==> config.mk <==
export PLATFORM = sky130hd
export DESIGN_NAME = port_match_arbiter
export DESIGN_NICKNAME = d
export VERILOG_FILES = /design/src/rtl/port_match_arbiter.sv
export SDC_FILE = /design/constraint.sdc
export NUM_CORES = 1
export LEC_CHECK = 0
export ABC_AREA = 1
export BUFFER_PORTS_ARGS = -buffer_cell sky130_fd_sc_hd__buf_2
export CELL_PAD_IN_SITES_DETAIL_PLACEMENT = 1
export CELL_PAD_IN_SITES_GLOBAL_PLACEMENT = 2
export CORE_MARGIN = 1.5
export CORE_UTILIZATION = 25
export DETAILED_ROUTE_END_ITERATION = 12
export MAX_ROUTING_LAYER = met4
export PLACE_DENSITY_LB_ADDON = 0.1
export SETUP_SLACK_MARGIN = 0.3
export SLEW_MARGIN = 30
export SYNTH_ARGS = -nofsm -noshare
export SYNTH_HDL_FRONTEND = slang
export SYNTH_SLANG_ARGS = --single-unit
==> constraint.sdc <==
create_clock -name clk -period 9.9 [get_ports clk]
set_input_delay 0.99 -clock clk [delete_from_list [all_inputs] [get_ports clk]]
set_output_delay 0.99 -clock clk [all_outputs]
set_load 0.03 [all_outputs]
==> src/rtl/port_match_arbiter.sv <==
// Round-robin arbiter sharing one SRAM match engine among NUM_PORTS front-ends; PORT_MATCH_ARB_STATS_EN builds the stat counters.
// Latency: grant edge -> eng_start next cycle; eng_done in cycle k -> req_suc in k+1 -> IDLE in k+2.
// Backpressure: requesters hold req_enable until served; one engine op in flight, failed/timed-out ports retried on a later turn.
module port_match_arbiter #(
    parameter int NUM_PORTS = 16,
    parameter int SRAM_ID_W = 5,
    parameter int TIMEOUT   = 64
) (
    input  logic                   clk,
    input  logic                   rst,
    input  logic [NUM_PORTS-1:0]   req_enable,
    input  logic [NUM_PORTS*4-1:0] req_dest_port,
    input  logic [NUM_PORTS*9-1:0] req_length,
    output logic [NUM_PORTS-1:0]   req_suc,
    output logic [SRAM_ID_W-1:0]   req_sram_id,
    output logic                   eng_start,
    output logic [3:0]             eng_dest_port,
    output logic [8:0]             eng_length,
    input  logic                   eng_done,
    input  logic                   eng_fail,
    input  logic [SRAM_ID_W-1:0]   eng_sram_id,
    output logic                   busy,
    output logic                   timeout_err,
    output logic [15:0]            stat_grants,
    output logic [15:0]            stat_fails
);

    localparam int PTR_W = $clog2(NUM_PORTS);

    typedef enum logic [1:0] {
        S_IDLE  = 2'd0,
        S_ISSUE = 2'd1,
        S_WAIT  = 2'd2,
        S_RESP  = 2'd3
    } state_t;

    state_t                 state_q, state_d;
    logic [PTR_W-1:0]       rr_ptr_q, rr_ptr_d;
    logic [PTR_W-1:0]       cur_port_q, cur_port_d;
    logic [3:0]             eng_dest_port_q, eng_dest_port_d;
    logic [8:0]             eng_length_q, eng_length_d;
    logic                   eng_start_q, eng_start_d;
    logic [7:0]             wait_cnt_q, wait_cnt_d;
    logic                   drop_q, drop_d;
    logic [NUM_PORTS-1:0]   req_suc_q, req_suc_d;
    logic [SRAM_ID_W-1:0]   req_sram_id_q, req_sram_id_d;
    logic                   timeout_err_q, timeout_err_d;
    logic                   busy_q, busy_d;

    logic                   grant_vld;
    logic [PTR_W-1:0]       grant_idx;
    logic [PTR_W-1:0]       scan_idx;

    // Rotating priority: first requester at or after rr_ptr wins.
    always_comb begin
        grant_vld = 1'b0;
        grant_idx = rr_ptr_q;
        scan_idx  = rr_ptr_q;
        for (int i = 0; i < NUM_PORTS; i++) begin
            scan_idx = rr_ptr_q + PTR_W'(i);
            if (!grant_vld && req_enable[scan_idx]) begin
                grant_vld = 1'b1;
                grant_idx = scan_idx;
            end
        end
    end

    always_comb begin
        state_d         = state_q;
        rr_ptr_d        = rr_ptr_q;
        cur_port_d      = cur_port_q;
        eng_dest_port_d = eng_dest_port_q;
        eng_length_d    = eng_length_q;
        eng_start_d     = 1'b0;
        wait_cnt_d      = wait_cnt_q;
        drop_d          = drop_q;
        req_suc_d       = '0;
        req_sram_id_d   = '0;
        timeout_err_d   = 1'b0;

        case (state_q)
            S_IDLE: begin
                if (grant_vld) begin
                    state_d         = S_ISSUE;
                    cur_port_d      = grant_idx;
                    eng_dest_port_d = req_dest_port[4*int'(grant_idx) +: 4];
                    eng_length_d    = req_length[9*int'(grant_idx) +: 9];
                    eng_start_d     = 1'b1;
                    wait_cnt_d      = 8'd0;
                    drop_d          = 1'b0;
                end
            end
            S_ISSUE: begin
                state_d    = S_WAIT;
                wait_cnt_d = 8'd1;
                if (!req_enable[cur_port_q]) begin
                    drop_d = 1'b1;
                end
            end
            S_WAIT: begin
                if (eng_done) begin
                    rr_ptr_d = cur_port_q + PTR_W'(1);
                    if (!eng_fail) begin
                        state_d = S_RESP;
                        // A requester that let go mid-op still completes but is not told.
                        if (!drop_q && req_enable[cur_port_q]) begin
                            req_suc_d[cur_port_q] = 1'b1;
                            req_sram_id_d         = eng_sram_id;
                        end
                    end else begin
                        state_d = S_IDLE;
                    end
                end else if (wait_cnt_q == 8'(TIMEOUT)) begin
                    state_d       = S_IDLE;
                    rr_ptr_d      = cur_port_q + PTR_W'(1);
                    timeout_err_d = 1'b1;
                end else begin
                    wait_cnt_d = wait_cnt_q + 8'd1;
                    if (!req_enable[cur_port_q]) begin
                        drop_d = 1'b1;
                    end
                end
            end
            S_RESP: begin
                state_d = S_IDLE;
            end
            default: begin
                state_d = S_IDLE;
            end
        endcase

        busy_d = (state_d != S_IDLE);
    end

    always_ff @(posedge clk) begin
        if (rst) begin
            state_q         <= S_IDLE;
            rr_ptr_q        <= '0;
            cur_port_q      <= '0;
            eng_dest_port_q <= '0;
            eng_length_q    <= '0;
            eng_start_q     <= 1'b0;
            wait_cnt_q      <= '0;
            drop_q          <= 1'b0;
            req_suc_q       <= '0;
            req_sram_id_q   <= '0;
            timeout_err_q   <= 1'b0;
            busy_q          <= 1'b0;
        end else begin
            state_q         <= state_d;
            rr_ptr_q        <= rr_ptr_d;
            cur_port_q      <= cur_port_d;
            eng_dest_port_q <= eng_dest_port_d;
            eng_length_q    <= eng_length_d;
            eng_start_q     <= eng_start_d;
            wait_cnt_q      <= wait_cnt_d;
            drop_q          <= drop_d;
            req_suc_q       <= req_suc_d;
            req_sram_id_q   <= req_sram_id_d;
            timeout_err_q   <= timeout_err_d;
            busy_q          <= busy_d;
        end
    end

    assign req_suc       = req_suc_q;
    assign req_sram_id   = req_sram_id_q;
    assign eng_start     = eng_start_q;
    assign eng_dest_port = eng_dest_port_q;
    assign eng_length    = eng_length_q;
    assign busy          = busy_q;
    assign timeout_err   = timeout_err_q;

`ifdef PORT_MATCH_ARB_STATS_EN
    logic [15:0] stat_grants_q, stat_grants_d;
    logic [15:0] stat_fails_q, stat_fails_d;

    // Any WAIT->IDLE exit is either an engine fail or a timeout.
    always_comb begin
        stat_grants_d = stat_grants_q;
        stat_fails_d  = stat_fails_q;
        if ((req_suc_d != '0) && (stat_grants_q != 16'hFFFF)) begin
            stat_grants_d = stat_grants_q + 16'd1;
        end
        if ((state_q == S_WAIT) && (state_d == S_IDLE) && (stat_fails_q != 16'hFFFF)) begin
            stat_fails_d = stat_fails_q + 16'd1;
        end
    end

    always_ff @(posedge clk) begin
        if (rst) begin
            stat_grants_q <= '0;
            stat_fails_q  <= '0;
        end else begin
            stat_grants_q <= stat_grants_d;
            stat_fails_q  <= stat_fails_d;
        end
    end

    assign stat_grants = stat_grants_q;
    assign stat_fails  = stat_fails_q;
`else
    assign stat_grants = 16'h0;
    assign stat_fails  = 16'h0;
`endif

endmodule

==> results.cfg <==
[detailed_routing]
via_per_inst = 4.749
drtIter0Drc = 383
dr_wl_met2_microns = 16210
ant_nets = 0
wl_met1_microns = 13670
dr_wl_met3_microns = 1267
wire_per_inst_microns = 17.08
top_layer = met4
vias = 8785
finalWirelength_microns = 31600
drc = 0
dr.pass1.iters = 5

[clocking]
post_cts_buffers = 0
ctsRootBufferMaster = clkbuf_16
cts_tree = built
htree_num_levels = 2
numCtsBuffers = 5
clkSinkCount = 56
cts_resized = 0
clkTransAtPathRegs_ns = 0.08
hold_buffers = 0
clk_latency_ns = 0.29
cts_buffer_depth = 2

[pwr]
ir_drop_mv = 0.05870
powerDensity_nw_per_um2 = 132.6
leakagePower_uw = 0.004712

[global_routing]
grt_use_total = 0.2244
grt_max_degree = 88
first_global_vias = 9106
antenna_found_initial = 4
globalRouteOverflowTotal = 0
grt_first_pass_wirelength_microns = 49530

[floorplan]
die_area_sq_um = 28840
die_x_microns = 169.8
rows = 60
io_pins = 302
die_h_microns = 169.8
initial_utilization = 0.2567
core-area_sq_um = 27100

[synth]
seq_area_frac_synth = 0.1612
synth_area_leaders = nand2_1 (22%), nand3_1 (20%), dfxtp_1 (16%)
synth_edf_count = 0
ys_ff_latch = 56
yosys_warnings = 0
synthArstFlopShare = 0
synth.avg_cell_area_sq_um = 5.512
synthFlopType = dfxtp_1
syn_area_sq_um = 6957
synth_top_cell_by_area = nand2_1
synth_cell_types = 42
syn_inst = 1262
synth_top_area_frac = 0.2201

[timing]
period_share = 0.6735
setup_viol = 0
fmax_mhz = 150.0
worst_pin_slew_ns = 0.9380
finalMaxSlewViolations = 0
rsz0062_at_grt = false
period_minus_slack_ns = 6.667
slew_headroom = 0.3746
fin_tns_setup_ns = 0
finClkSkew_ns = 0.008044
hold_violations = 0
hold-worst-slack_ns = 0.4545
fin_ws_ns = 3.233

[cells_and_area]
layout_common_cells = nand2_1 (408), nand3_1 (277), buf_2 (269), inv_1 (133), nor2_1 (66)
synthToLayoutAreaGrowth_pct = 21.96
num-nets-final = 1723
layout_commonest_cell = nand2_1
drive_gt1_frac = 0.2193
nFillCells = 3760

[critical_path]
critical_path.max_fanout = 87
slowest_delay_ns = 0.69
cp_slowest_cell = buf_4
path_common_cell = nand2_1
critPathKind = reg2reg
required_ns = 10.10
path_buf_inv = 5
crit_family = simple AND/OR/NAND/NOR gates
critPathLaunchType = register
cp-end-kind = register
crit_arrival_ns = 6.86

[place]
gp_congestion = 0.8381
io_buffers = 269
dp_slack_ns = 3.204
place_hpwl_microns = 25380

[run_status]
status = complete, no violations

[flow_run]
maxCapViolCount = 0

[hold_path]
min_path_type = reg2reg
logic make-up after synthesis:
family,synth area share
DFF,0.1612
buffers and inverters,0.1707
adders and majority gates,0.03237
AOI/OAI and AO/OA,0.07446
and+or+nand+nor,0.5410
xor gates and xnor gates,0.01979
other,0.0005391
layer usage:
layer  track usage  up-vias
li1              -     4455
met1        0.2627     4095
met2        0.4122      215
met3       0.02860       20
met4       0.03886        0
met5             -        -
metrics by stage:
stage	cells	area [sq um]	util	power, uW
floorplan	1293	7073	-	732.1
global placement	1837	8285	0.3057	935.1
detailed placement	1837	8290	0.3059	937.3
CTS	1845	8463	0.3123	1147
global route	1849	8482	0.3130	1230
finish	1850	8484	0.3131	1125
worst register-to-register path: cells and delay by family (launching register included):
family	cells	cell delay (ns)
flops	1	0.64
simple gates	23	3.04
compound gates	1	0.33
fa+ha+maj	1	0.59
buf+inv	5	1.98
power by group:
group          switching (uW)  internal (uW)  total [uW]
logic                     458            196         654
registers                18.5            245         263
clock network            86.7            120         207
path summary, 6_finish.rpt:
| kind | start | endpoint | slack, ns | depth (start not counted) |
|---|---|---|---|---|
| min | drop_q$_SDFFE_PP0P_ | drop_q$_SDFFE_PP0P_ | 0.45 | 2 |
| max | rr_ptr_q[1]$_SDFFE_PP0P_ | eng_length[0]$_SDFFE_PP0P_ | 3.23 | 30 |
| max reg2reg | rr_ptr_q[1]$_SDFFE_PP0P_ | eng_length[0]$_SDFFE_PP0P_ | 3.23 | 30 |
| min reg2reg | drop_q$_SDFFE_PP0P_ | drop_q$_SDFFE_PP0P_ | 0.45 | 2 |
registers in the layout, summed over array words and instances (netlist names):
signal / flops
busy: 1
wait_cnt_q: 8
req_suc: 16
eng_length: 9
timeout_err: 1
req_sram_id: 5
cur_port_q: 4
drop_q: 1
rr_ptr_q: 4
eng_start: 1
eng_dest_port: 4
state_q: 2
cell usage after synthesis (all sizes together), types with 4 or more instances:
| cell type | n |
|---|---|
| nor4 | 4 |
| nand4 | 50 |
| clkbuf | 16 |
| ha | 18 |
| o21ai | 60 |
| a21oi | 18 |
| buf | 85 |
| xor2 | 10 |
| o22ai | 4 |
| nor3 | 6 |
| dfxtp | 56 |
| a211oi | 4 |
| nand3 | 280 |
| nor2 | 71 |
| nand2 | 420 |
| inv | 144 |
area by class of cell:
type | instances | area, sq um | share of cell area
well taps | 372 | 465.4 | 0.05486
clock inverters | 3 | 47.55 | 0.005604
multi-input cells | 990 | 4788 | 0.5644
repair buffers | 273 | 1376 | 0.1622
diodes | 5 | 12.51 | 0.001475
inverters | 146 | 548.0 | 0.06459
clock buffers | 5 | 125.1 | 0.01475
flip-flops and latches | 56 | 1121 | 0.1321
Power figures use the tool's default switching activity.
